$ cat config.mk
export PLATFORM = sky130hd
export DESIGN_NAME = multicycle_controller
export DESIGN_NICKNAME = d
export VERILOG_FILES = /design/src/rtl/multicycle_controller.sv
export SDC_FILE = /design/constraint.sdc
export NUM_CORES = 1
export LEC_CHECK = 0
export ABC_CLOCK_PERIOD_IN_PS = 3390
export BUFFER_PORTS_ARGS = -buffer_cell sky130_fd_sc_hd__buf_2
export CELL_PAD_IN_SITES_DETAIL_PLACEMENT = 0
export CELL_PAD_IN_SITES_GLOBAL_PLACEMENT = 1
export CORE_UTILIZATION = 39
export CTS_CLUSTER_DIAMETER = 40
export DETAILED_ROUTE_END_ITERATION = 8
export PLACE_DENSITY = 0.84
export SKIP_CTS_REPAIR_TIMING = 1
export SYNTH_ARGS = -nofsm -noshare
export SYNTH_HDL_FRONTEND = slang
export SYNTH_SLANG_ARGS = --single-unit
export TNS_END_PERCENT = 50
$ cat constraint.sdc
create_clock -name clk -period 3.39 [get_ports clk]
set_clock_uncertainty 0.15 [all_clocks]
set_input_delay 0.678 -clock clk [delete_from_list [all_inputs] [get_ports clk]]
set_output_delay 0.678 -clock clk [all_outputs]
set_load 0.03 [all_outputs]
$ cat src/rtl/multicycle_controller.sv
// Main control FSM for the multi-cycle RV32I datapath.
// Ports: clk, reset (async, active-low), Opcode, mem_ready -> datapath controls, pulses, state.
module multicycle_controller #(
  parameter int MEM_TIMEOUT = 16,
  parameter int CNT_W       = 5
) (
  input  logic       clk,
  input  logic       reset,
  input  logic [6:0] Opcode,
  input  logic       mem_ready,
  output logic       PCWrite,
  output logic       IRWrite,
  output logic       AdrSrc,
  output logic       MemRead,
  output logic       MemWrite,
  output logic       RegWrite,
  output logic       MemtoReg,
  output logic [1:0] ALUSrcA,
  output logic [1:0] ALUSrcB,
  output logic [1:0] ALUOp,
  output logic       Branch,
  output logic       instr_done,
  output logic       illegal_op,
  output logic       mem_err,
  output logic [3:0] state
);

  localparam logic [6:0] OP_I  = 7'b0010011;
  localparam logic [6:0] OP_R  = 7'b0110011;
  localparam logic [6:0] OP_LW = 7'b0000011;
  localparam logic [6:0] OP_SW = 7'b0100011;
  localparam logic [6:0] OP_BR = 7'b1100011;

  localparam logic [3:0] S_FETCH    = 4'd0;
  localparam logic [3:0] S_DECODE   = 4'd1;
  localparam logic [3:0] S_MEMADR   = 4'd2;
  localparam logic [3:0] S_MEMREAD  = 4'd3;
  localparam logic [3:0] S_MEMWB    = 4'd4;
  localparam logic [3:0] S_MEMWRITE = 4'd5;
  localparam logic [3:0] S_EXEC_R   = 4'd6;
  localparam logic [3:0] S_EXEC_I   = 4'd7;
  localparam logic [3:0] S_ALUWB    = 4'd8;
  localparam logic [3:0] S_BEQ      = 4'd9;

  localparam logic [CNT_W-1:0] CNT_LAST = CNT_W'(MEM_TIMEOUT - 1);

  logic [3:0]       state_q;
  logic [3:0]       state_d;
  logic [CNT_W-1:0] cnt_q;
  logic [CNT_W-1:0] cnt_d;

  logic is_i;
  logic is_r;
  logic is_lw;
  logic is_sw;
  logic is_br;
  logic is_bad;
  logic mem_st;
  logic timeout;

  assign is_i   = (Opcode == OP_I);
  assign is_r   = (Opcode == OP_R);
  assign is_lw  = (Opcode == OP_LW);
  assign is_sw  = (Opcode == OP_SW);
  assign is_br  = (Opcode == OP_BR);
  assign is_bad = !(is_i | is_r | is_lw | is_sw | is_br);

  assign mem_st = (state_q == S_FETCH) ||
                  (state_q == S_MEMREAD) ||
                  (state_q == S_MEMWRITE);

  // A completed access in the last allowed cycle wins over the abort.
  assign timeout = mem_st && !mem_ready && (cnt_q == CNT_LAST);

  always_comb begin
    state_d = state_q;
    unique case (state_q)
      S_FETCH: begin
        if (mem_ready)    state_d = S_DECODE;
        else if (timeout) state_d = S_FETCH;
      end
      S_DECODE: begin
        unique case (1'b1)
          is_lw, is_sw: state_d = S_MEMADR;
          is_r:         state_d = S_EXEC_R;
          is_i:         state_d = S_EXEC_I;
          is_br:        state_d = S_BEQ;
          default:      state_d = S_FETCH;
        endcase
      end
      S_MEMADR:
        state_d = is_sw ? S_MEMWRITE : S_MEMREAD;
      S_MEMREAD: begin
        if (mem_ready)    state_d = S_MEMWB;
        else if (timeout) state_d = S_FETCH;
      end
      S_MEMWB:
        state_d = S_FETCH;
      S_MEMWRITE: begin
        if (mem_ready || timeout)
          state_d = S_FETCH;
      end
      S_EXEC_R: state_d = S_ALUWB;
      S_EXEC_I: state_d = S_ALUWB;
      S_ALUWB:  state_d = S_FETCH;
      S_BEQ:    state_d = S_FETCH;
      default:  state_d = S_FETCH;
    endcase
  end

  // FETCH->FETCH after an abort is not a state change, so the
  // timeout itself also clears the counter for the retry.
  always_comb begin
    cnt_d = cnt_q;
    if (state_d != state_q || timeout)
      cnt_d = '0;
    else if (mem_st && !mem_ready && cnt_q != '1)
      cnt_d = cnt_q + 1'b1;
  end

  always_ff @(posedge clk or negedge reset) begin
    if (!reset) begin
      state_q <= S_FETCH;
      cnt_q   <= '0;
    end else begin
      state_q <= state_d;
      cnt_q   <= cnt_d;
    end
  end

  // Reset gates every output combinationally so they drop at once.
  always_comb begin
    PCWrite    = 1'b0;
    IRWrite    = 1'b0;
    AdrSrc     = 1'b0;
    MemRead    = 1'b0;
    MemWrite   = 1'b0;
    RegWrite   = 1'b0;
    MemtoReg   = 1'b0;
    ALUSrcA    = 2'b00;
    ALUSrcB    = 2'b00;
    ALUOp      = 2'b00;
    Branch     = 1'b0;
    instr_done = 1'b0;
    illegal_op = 1'b0;
    mem_err    = 1'b0;
    state      = 4'd0;
    if (reset) begin
      state   = state_q;
      mem_err = timeout;
      unique case (state_q)
        S_FETCH: begin
          MemRead = 1'b1;
          ALUSrcB = 2'b10;
          PCWrite = mem_ready;
          IRWrite = mem_ready;
        end
        S_DECODE: begin
          ALUSrcA    = 2'b01;
          ALUSrcB    = 2'b01;
          illegal_op = is_bad;
        end
        S_MEMADR: begin
          ALUSrcA = 2'b10;
          ALUSrcB = 2'b01;
        end
        S_MEMREAD: begin
          MemRead = 1'b1;
          AdrSrc  = 1'b1;
        end
        S_MEMWB: begin
          RegWrite   = 1'b1;
          MemtoReg   = 1'b1;
          instr_done = 1'b1;
        end
        S_MEMWRITE: begin
          MemWrite   = 1'b1;
          AdrSrc     = 1'b1;
          instr_done = mem_ready;
        end
        S_EXEC_R: begin
          ALUSrcA = 2'b10;
          ALUOp   = 2'b10;
        end
        S_EXEC_I: begin
          ALUSrcA = 2'b10;
          ALUSrcB = 2'b01;
          ALUOp   = 2'b10;
        end
        S_ALUWB: begin
          RegWrite   = 1'b1;
          instr_done = 1'b1;
        end
        S_BEQ: begin
          ALUSrcA    = 2'b10;
          ALUOp      = 2'b01;
          Branch     = 1'b1;
          instr_done = 1'b1;
        end
        default: ;
      endcase
    end
  end

endmodule

==> out/metrics.yaml, run 1 <==
run_status:
  status: "complete, no violations"
final_layout:
  layout-drive-gt1-share_pct: 32.9
  diodes: 0
  nNetsFinal: 154
  final_cell_area_um2: 1110
  n_fill_cell: 237
  area_delta_synth_final_pct: 17.1
  final_util_pct: 49.1
worst_setup_path:
  startpoint_type: "input pin"
  cpMostUsedCell: "buf_2"
  r2r-start: "cnt_q[0]$_DFFE_PN0P_"
  crit_fanout: 16
  critical_path_required_ps: 2560
  crit_slowest_cell: "or3_1"
  regToRegSetupSlack_ps: 1140
  crit_path_end: "IRWrite"
  crit_chain: "buf_2 > inv_2 > or3_1 > nor3_1 > and2_1 > buf_2"
  r2r_cells: 8
  critPathCaptureType: "output pin"
  slowest_delay_ps: 350
  rr_endpoint: "cnt_q[1]$_DFFE_PN0P_"
  worstPathArrival_ps: 1950
  path_class: "in2out"
  crit_path_start: "reset"
floorplanning:
  die-area_um2: 2620
  io_pins: 31
  fp-row-count: 17
  start_util_pct: 41.9
  die_x_um: 51.2
  core_area_um2: 2250
  die_h_um: 51.2
detailed_routing:
  num_vias: 885
  drtPass1Iterations: 4
  drt_iter0_markers: 5
  wl_per_cell_um: 12.1
  ant_nets: 0
  routed_wl_um: 2030
  viasPerCell: 5.27
  drc: 0
sta:
  min_period_ps: 2780
  tns_ps: 0
  drv_slew: 0
  grt_setup_unrepaired: "false"
  post-route-period-util_pct: 82.0
  hold_violations: 0
  max_slew_margin_pct: 58.0
  worst_pin_slew_ps: 630
  setup_violations: 0
  setup_slack_ps: 611
  fmax_mhz: 360
clock_network:
  cts.path.max_buffers: 2
  cts_tree: "done"
  htree_levels: 1
  cts_sinks: 9
  worstSkewPairLatency_ps: 260
  numCtsBuffers: 3
  root_buffer: "clkbuf_4"
  clk_pin_slew_ps: 60
synthesis:
  synthFlopType: "dfrtp_1"
  yosys.cell_types.count: 42
  ys_ff_latch: 9
  synth_nets: 127
  yosys_warnings: 0
  ys_async_sr_fraction_pct: 100
  synth_edf_count: 0
  synthCells: 114
  syn_area_per_cell_um2: 8.29
  yosysSeqAreaShare_pct: 23.8
  syn-cell-area_um2: 945
pwr:
  p_sw_mw: 0.110
  pwr-share-clk_pct: 26.9
  switching_share_pct: 35.7
  pwr-share-comb_pct: 31.9
  power_per_cell_area_nw_per_um2: 279
  internal_power_mw: 0.199
  power_mw: 0.309
  leakagePower_nw: 0.543
  pwr-share-seq_pct: 41.2
  peakVddDrop_v: 0.000150
global_route:
  grt_max_degree: 19
  grt_usage_pct: 17.5
  grt_overflow: 0
  antenna_found_initial: 0
  grt_pass1_vias: 844
  met1_usage_pct: 20.7
  grt.busiest_layer: "met2"
  grt_use_met3_pct: 1.79
  grtUsageMet2_pct: 32.2
  grt_pass1_wl_um: 3530
placed_design:
  place_congestion: 0.747
  pre_cts_ws_ps: 574
  place_hpwl_um: 1540
  port-buffer-count: 30
  dpl_cell_area_um2: 1080
run:
  drv_cap: 0
hold_path:
  hold_class: "in2async"
[cells in the final DEF (no fill, tap or decap), types with 2 or more instances in the layout]
cell type	n
nand2b_1	4
xnor2_1	4
nor2_1	15
a21oi_1	5
mux2i_1	3
nor3b_1	2
nor3_1	7
and2_1	6
nor2b_1	5
a22oi_1	2
dfrtp_1	9
buf_2	30
a22o_1	2
clkbuf_4	3
nand2_1	8
nor3_2	5
ha_1	3
nand3_1	4
[worst min-delay path by stage]
| stage | from | to | slack [ps] | depth (start not counted) |
|---|---|---|---|---|
| 6_report | reset | state_q[0]$_DFF_PN0_ | 150 | 1 |
| 3_3_place_gp | cnt_q[3]$_DFFE_PN0P_ | cnt_q[3]$_DFFE_PN0P_ | 410 | 2 |
| 3_5_place_dp | reset | state_q[0]$_DFF_PN0_ | 430 | 1 |
| 2_1_floorplan | reset | cnt_q[0]$_DFFE_PN0P_ | 230 | 0 |
| 5_1_grt | reset | state_q[1]$_DFF_PN0_ | 160 | 1 |
| 4_1_cts | reset | state_q[0]$_DFF_PN0_ | 150 | 1 |
[synth_stat cells, types with 2 or more instances]
library cell / number / area share, %
nor2_1: 15 / 6.0
dfrtp_1: 9 / 24
nand2_1: 8 / 3.2
nor3_1: 7 / 3.7
and2_1: 6 / 4.0
a21oi_1: 5 / 2.6
nor2b_1: 5 / 3.3
nor3_2: 5 / 5.3
buf_2: 4 / 2.1
nand2b_1: 4 / 2.6
nand3_1: 4 / 2.1
xnor2_1: 4 / 3.7
ha_1: 3 / 4.0
mux2i_1: 3 / 3.2
a22o_1: 2 / 1.9
a22oi_1: 2 / 1.6
buf_4: 2 / 1.6
nor3b_1: 2 / 1.6
[flip-flops by register name, summed over array words and instances (netlist names)]
signal / cells
state_q: 4
cnt_q: 5
[through the flow]
stage	std cells	hold WS (ps)
final	168	145
after global placement	164	409
after CTS	168	148
after detailed placement	164	432
after floorplan	114	232
after global routing	168	163
[kinds of logic after synthesis]
family	count (synthesis)	synth area share, %
AO/OA/AOI/OAI	17	12.7
XOR/XNOR	5	5.43
AND/OR/NAND/NOR	67	44.8
adder cells (fa/ha/maj)	3	3.97
flip-flops	9	23.8
multiplexers	3	3.18
buffers and inverters	10	6.09
[critical path, delay by kind of cell]
family	cells	cell delay [ps]
and+or+nand+nor	3	700
buffers and inverters	3	550
[power groups by stage]
stage               clock (mW)  combinational [mW]  sequential (mW)
floorplan                    0              0.0809            0.122
global placement             0              0.0969            0.129
detailed placement           0              0.0992            0.129
CTS                     0.0845              0.0996            0.127
global route            0.0887               0.110            0.128
finish                  0.0830              0.0985            0.127
[layout make-up]
| type | count | area (um2) | area share, % |
|---|---|---|---|
| sequential | 9 | 225 | 20.4 |
| timing repair buffer | 30 | 150 | 13.6 |
| tap | 28 | 35.0 | 3.17 |
| inverter | 2 | 7.51 | 0.679 |
| clock buffer | 4 | 26.3 | 2.38 |
| multi-input combinational | 95 | 662 | 59.8 |
[layer usage]
layer | wire, um | part of all wire [%]
met1 | 960 | 47
met2 | 983 | 48
met3 | 65 | 3.2
met4 | 22 | 1.1
met5 | 0 | 0
No activity file was read; power rests on OpenSTA's default activity.
==> run 2: changes to the inputs <==
--- a/config.mk
+++ b/config.mk
@@ -5,14 +5,16 @@
 export SDC_FILE = /design/constraint.sdc
 export NUM_CORES = 1
 export LEC_CHECK = 0
-export ABC_CLOCK_PERIOD_IN_PS = 3390
+export ABC_AREA = 1
+export ABC_CLOCK_PERIOD_IN_PS = 2500
 export BUFFER_PORTS_ARGS = -buffer_cell sky130_fd_sc_hd__buf_2
 export CELL_PAD_IN_SITES_DETAIL_PLACEMENT = 0
 export CELL_PAD_IN_SITES_GLOBAL_PLACEMENT = 1
-export CORE_UTILIZATION = 39
+export CORE_ASPECT_RATIO = 0.5
+export CORE_UTILIZATION = 30
 export CTS_CLUSTER_DIAMETER = 40
 export DETAILED_ROUTE_END_ITERATION = 8
-export PLACE_DENSITY = 0.84
+export PLACE_DENSITY = 0.75
 export SKIP_CTS_REPAIR_TIMING = 1
 export SYNTH_ARGS = -nofsm -noshare
 export SYNTH_HDL_FRONTEND = slang
==> constraint.sdc (replaced) <==
create_clock -name clk -period 2.5 [get_ports clk]
set_clock_uncertainty 0.15 [all_clocks]
set_input_delay 0.5 -clock clk [delete_from_list [all_inputs] [get_ports clk]]
set_output_delay 0.5 -clock clk [all_outputs]
set_load 0.03 [all_outputs]
==> run 2 against run 1 <==
Synthesized area shrank 1.5%. Flip-flop and latch count is the same. Sequential share of layout area shrank 1.5 points. Non-clock buffer count grew 2. Sequential power grew 70%. Critical path type is now reg2out. Largest power group is now combinational cells.
==> out/metrics.yaml, run 2 <==
placed_design:
  place_hpwl_um: 1840  # +19%
  port-buffer-count: 30  # unchanged
  place_congestion: 0.855  # +14%
  dpl_cell_area_um2: 1130  # +5.1%
global_route:
  grt_overflow: 0  # unchanged
  grt_use_met3_pct: 3.91  # +2.1 points
  grtUsageMet2_pct: 24.4  # -7.9 points
  grt_pass1_wl_um: 3600  # +2.2%
  grt.busiest_layer: "met2"
  met1_usage_pct: 19.8  # -0.87 points
  grt_pass1_vias: 835  # -1.1%
  grt_max_degree: 11  # -8
  antenna_found_initial: 0  # unchanged
  grt_usage_pct: 14.9  # -2.7 points
sta:
  tns_ps: 0  # unchanged
  post-route-period-util_pct: 92.4
  hold_violations: 0  # unchanged
  max_slew_margin_pct: 81.0  # +23 points
  grt_setup_unrepaired: "false"
  fmax_mhz: 433
  min_period_ps: 2310
  setup_violations: 0  # unchanged
  drv_slew: 0  # unchanged
  worst_pin_slew_ps: 284  # -346 ps
pwr:
  leakagePower_nw: 0.692  # +28%
  power_mw: 0.886  # +190%
  peakVddDrop_v: 0.000469  # +210%
  power_per_cell_area_nw_per_um2: 742  # +170%
synthesis:
  synthTopCellsByCount: "nand2_1, inv_1, nor2_1"
  synth_nets: 163  # +28%
  synthFlopType: "dfrtp_1"
  synth_area_leader_cell: "dfrtp_1"
  yosysMostFrequentCell: "nand2_1"
  synth_edf_count: 0  # unchanged
  yosys_warnings: 0  # unchanged
  synth_top_cell_area_share_pct: 24.2  # +0.35 points
  ys_async_sr_fraction_pct: 100  # unchanged
  syn_area_per_cell_um2: 6.21  # -25%
  yosys.cell_types.count: 24  # -43%
  yosysSeqAreaShare_pct: 24.2  # +0.35 points
  syn-cell-area_um2: 931  # -1.5%
  synthCells: 150  # +32%
  ys_ff_latch: 9  # unchanged
  yosys-top-cells-area: "dfrtp_1, nand2_1, inv_1"
final_layout:
  layout_common_cells: "buf_2, nand2_1, inv_1"
  largest_register_ffs: 5  # unchanged
  reg.largest.list: "cnt_q: 5 flops, state_q: 4 flops"
  layout-drive-gt1-share_pct: 32.4  # -0.42 points
  nNetsFinal: 199  # +29%
  n_fill_cell: 314  # +32%
  area_delta_synth_final_pct: 28.4
  layout_commonest_cell: "buf_2"
  diodes: 0  # unchanged
  top_register: "cnt_q"
  final_util_pct: 43.2  # -5.8 points
  final_cell_area_um2: 1190  # +8.0%
floorplanning:
  die-area_um2: 3340  # +27%
  fp-row-count: 13  # -4
  die_h_um: 41.4  # -19%
  die_x_um: 80.8  # +58%
  start_util_pct: 33.7  # -8.2 points
  core_area_um2: 2770  # +23%
  io_pins: 31  # unchanged
worst_setup_path:
  path_class: "reg2out"
  rr_endpoint: "cnt_q[3]$_DFFE_PN0P_"
  startpoint_type: "flip-flop"
  crit_fanout: 6  # -10
  r2r_cells: 12  # +4
  worstPathArrival_ps: 1660  # -290 ps
  r2r-start: "cnt_q[0]$_DFFE_PN0P_"
  critical_path_required_ps: 1850  # -710 ps
  regToRegSetupSlack_ps: 430  # -710 ps
  crit_path_end: "illegal_op"
  critPathCaptureType: "output pin"
  crit_path_start: "state_q[2]$_DFF_PN0_"
clock_network:
  htree_levels: 1  # unchanged
  clk_pin_slew_ps: 40  # -20 ps
  numCtsBuffers: 3  # unchanged
  root_buffer: "clkbuf_8"
  worstSkewPairLatency_ps: 230  # -30 ps
  cts_sinks: 9  # unchanged
  cts_tree: "done"
  cts.path.max_buffers: 2  # unchanged
detailed_routing:
  drtPass1Iterations: 4  # unchanged
  drt_iter0_markers: 60  # +55
  drc: 0  # unchanged
  routed_wl_um: 2230  # +9.6%
  wl_per_cell_um: 10.0  # -17%
  viasPerCell: 4.50  # -15%
  ant_nets: 0  # unchanged
  num_vias: 999  # +13%
run:
  drv_cap: 0  # unchanged
run_status:
  status: "complete, no violations"
hold_path:
  hold_class: "in2async"
-- run 2: logic make-up (layout without fill, tap and decap cells) --
family	count (synthesis)	count (layout)	share of synthesized area (%)
fa+ha+maj	3	3	4.03
flops	9	9	24.2
xor+xnor	2	2	1.88
compound gates	13	13	8.20
simple gates	89	89	47.4
buf+inv	34	69	14.2
-- run 2: metal layers --
| layer | part of all wire, % | up-vias |
|---|---|---|
| li1 | - | 539 |
| met1 | 54 | 436 |
| met2 | 40 | 22 |
| met3 | 4.9 | 2 |
| met4 | 0.63 | 0 |
| met5 | 0 | - |
-- run 2: how the worst min path moves through the flow --
stage | start | endpoint | slack, ps | cells after the start
floorplan | reset | cnt_q[0]$_DFFE_PN0P_ | 50 | 0
global placement | reset | cnt_q[1]$_DFFE_PN0P_ | 180 | 1
detailed placement | reset | cnt_q[1]$_DFFE_PN0P_ | 180 | 1
CTS | reset | cnt_q[1]$_DFFE_PN0P_ | -60 | 1
global route | reset | state_q[3]$_DFF_PN0_ | 100 | 2
finish | reset | cnt_q[0]$_DFFE_PN0P_ | 100 | 2
-- run 2: area by class of cell --
cell class / count / area (um2) / area share, %
multi-input cells: 107 / 586 / 49.0
flip-flops and latches: 9 / 225 / 18.8
repair buffers: 32 / 168 / 14.0
inverters: 33 / 125 / 10.5
well taps: 37 / 46.3 / 3.87
clock buffers: 4 / 45.0 / 3.77
-- run 2: power by group --
part	total [mW]	internal [mW]	switching (mW)	leakage, nW
clock network	0.167	0.111	0.0556	0.0228
registers	0.216	0.175	0.0410	0.123
logic	0.503	0.156	0.348	0.547
total	0.886	0.442	0.444	0.692
-- run 2: per-stage QoR --
step / hold slack, ps / cells / worst slack (ps)
after detailed placement: 181 / 217 / 350
after floorplan: 54.4 / 150 / 91.5
after global placement: 178 / 217 / 372
after global routing: 99.9 / 222 / 9.38
after CTS: -63.9 / 221 / 124
final: 101 / 222 / 190
-- run 2: critical path: stages (launching register included) --
cell and delay [ps]:
dfrtp_1 470, nor2_4 170, inv_2 100, nor2_4 160
inv_1 70, nor2_2 100, inv_1 70, nor3_2 80
buf_2 210
==> run 3: changes to the inputs <==
--- a/config.mk
+++ b/config.mk
@@ -14,6 +14,7 @@
 export CORE_UTILIZATION = 30
 export CTS_CLUSTER_DIAMETER = 40
 export DETAILED_ROUTE_END_ITERATION = 8
+export MAX_ROUTING_LAYER = met4
 export PLACE_DENSITY = 0.75
 export SKIP_CTS_REPAIR_TIMING = 1
 export SYNTH_ARGS = -nofsm -noshare
==> run 3 against run 2 <==
First-iteration DRC count unchanged. Clock-buffer cell count unchanged. Global-route usage up 0.46 points. Clock power about the same. Design area unchanged. Utilization unchanged. Worst setup slack about the same. Flip-flop and latch count unchanged. Via count unchanged. Combinational power about the same. Die area unchanged. Critical path depth unchanged. Critical endpoint unchanged. Highest routed layer unchanged.
==> out/metrics.yaml, run 3 (synthesis results as in run 2) <==
detailed_routing:
  ant_nets: 0  # unchanged
  routed_wl_um: 2230  # unchanged
  drt_iter0_markers: 60  # unchanged
  num_vias: 999  # unchanged
  drc: 0  # unchanged
  wl_per_cell_um: 10.0  # unchanged
  drtPass1Iterations: 4  # unchanged
  viasPerCell: 4.50  # unchanged
floorplanning:
  die-area_um2: 3340  # unchanged
  core_area_um2: 2770  # unchanged
  start_util_pct: 33.7  # unchanged
  fp-row-count: 13  # unchanged
  die_x_um: 80.8  # unchanged
  io_pins: 31  # unchanged
  die_h_um: 41.4  # unchanged
worst_setup_path:
  crit_chain: "nor2_4 > inv_2 > nor2_4 > inv_1 > nor2_2 > inv_1 > nor3_2 > buf_2"
  path_class: "reg2out"
  crit_slowest_cell: "dfrtp_1"
  path_delay_family: "simple AND/OR/NAND/NOR gates"
  critPathCaptureType: "output pin"
  cp_num_buf_inv: 4  # unchanged
  crit_fanout: 6  # unchanged
  worstPathArrival_ps: 1660  # about the same
  slowest_delay_ps: 470  # about the same
  startpoint_type: "flip-flop"
  critical_path_required_ps: 1850  # about the same
placed_design:
  place_hpwl_um: 1840  # unchanged
  place_congestion: 0.869  # +1.6%
  place_inst: 217  # unchanged
  pre_cts_ws_ps: 350  # unchanged
  port-buffer-count: 30  # unchanged
pwr:
  leakagePower_nw: 0.692  # unchanged
  peakVddDrop_v: 0.000469  # about the same
  power_per_cell_area_nw_per_um2: 742  # about the same
sta:
  fmax_mhz: 433  # about the same
  setup_violations: 0  # unchanged
  min_period_ps: 2310  # +0.0460 ps
  max_slew_margin_pct: 81.0  # unchanged
  grt_setup_unrepaired: "false"
  tns_ps: 0  # unchanged
  drv_slew: 0  # unchanged
  setup_slack_ps: 190  # -0.0460 ps
  post-route-period-util_pct: 92.4  # about the same
  hold_violations: 0  # unchanged
  worst_pin_slew_ps: 284  # unchanged
global_route:
  grt_overflow: 0  # unchanged
  grt_usage_pct: 15.3  # +0.46 points
  grt_pass1_wl_um: 3590  # -0.19%
  grt_pass1_vias: 836  # +0.12%
  grt_max_degree: 11  # unchanged
  antenna_found_initial: 0  # unchanged
final_layout:
  fin_cells: 222  # unchanged
  top_register: "cnt_q"
  layout_commonest_cell: "buf_2"
  nNetsFinal: 199  # unchanged
  layout-drive-gt1-share_pct: 32.4  # unchanged
  layout_common_cells: "buf_2, nand2_1, inv_1"
  reg.largest.list: "cnt_q: 5 flops, state_q: 4 flops"
  n_fill_cell: 314  # unchanged
  largest_register_ffs: 5  # unchanged
  diodes: 0  # unchanged
  multi_input_area_um2: 586  # unchanged
  area_delta_synth_final_pct: 28.4  # unchanged
  seq_area_um2: 225  # unchanged
run:
  drv_cap: 0  # unchanged
clock_network:
  worstSkewPairLatency_ps: 230  # about the same
  cts_tree: "done"
  root_buffer: "clkbuf_8"
  clk_pin_slew_ps: 40  # about the same
  cts_sinks: 9  # unchanged
  cts.path.max_buffers: 2  # unchanged
  htree_levels: 1  # unchanged
  numCtsBuffers: 3  # unchanged
hold_path:
  hold_class: "in2async"
run_status:
  status: "complete, no violations"
## run 3: cell counts in the layout (fill, tap and decap cells not counted)
No cell type changed its count.
## run 3: area by class of cell
class / count / area share (%)
Clock buffer: 4 / 3.77
Inverter: 33 / 10.5
Multi-Input combinational cell: 107 / 49.0
Sequential cell: 9 / 18.8
Tap cell: 37 / 3.87
Timing Repair Buffer: 32 / 14.0
## run 3: power by group
part	switching, mW	total, mW	internal, mW	leakage, nW
sequential	0.0410	0.216	0.175	0.123
clock	0.0556	0.167	0.111	0.0228
combinational	0.348	0.503	0.156	0.547
## run 3: layer usage
layer  up-vias  share of wire, %  global-route usage (%)
li1        539                 -                       -
met1       436                54                    19.8
met2        22                40                    24.4
met3         2               4.9                    3.91
met4         0              0.63                    4.02
met5         -                 0                       -
## run 3: metrics by stage
| step | power, mW | cell area, um2 | util, % | hold WS (ps) |
|---|---|---|---|---|
| floorplan | 0.603 | 938 | - | 54.4 |
| global placement | 0.722 | 1130 | 41.0 | 178 |
| detailed placement | 0.722 | 1130 | 41.0 | 181 |
| CTS | 0.893 | 1180 | 42.7 | -63.9 |
| global route | 0.975 | 1190 | 43.2 | 99.9 |
| finish | 0.886 | 1190 | 43.2 | 100 |
## run 3: path summary, 6_finish.rpt
check	startpoint	to	slack, ps	cells past startpoint
setup / recovery	state_q[2]$_DFF_PN0_	illegal_op	190	8
hold / removal	reset	cnt_q[0]$_DFFE_PN0P_	100	2
setup reg to reg	cnt_q[0]$_DFFE_PN0P_	cnt_q[3]$_DFFE_PN0P_	430	12
hold reg to reg	cnt_q[3]$_DFFE_PN0P_	cnt_q[3]$_DFFE_PN0P_	430	3
max in group asynchronous	reset	cnt_q[1]$_DFFE_PN0P_	1510	2
min in group clk	cnt_q[3]$_DFFE_PN0P_	cnt_q[3]$_DFFE_PN0P_	430	3
## run 3: worst reg2reg max path, stage by stage, from the launching register on
cell and delay (ps):
dfrtp_1 380, ha_1 200, nand2_1 60, nor2_1 140, ha_1 220, inv_1 70, nand4_1 120, o21ai_1 90
nor2_2 130, nand2_1 80, nand2_1 80, nand2_2 90, nor3_1 170
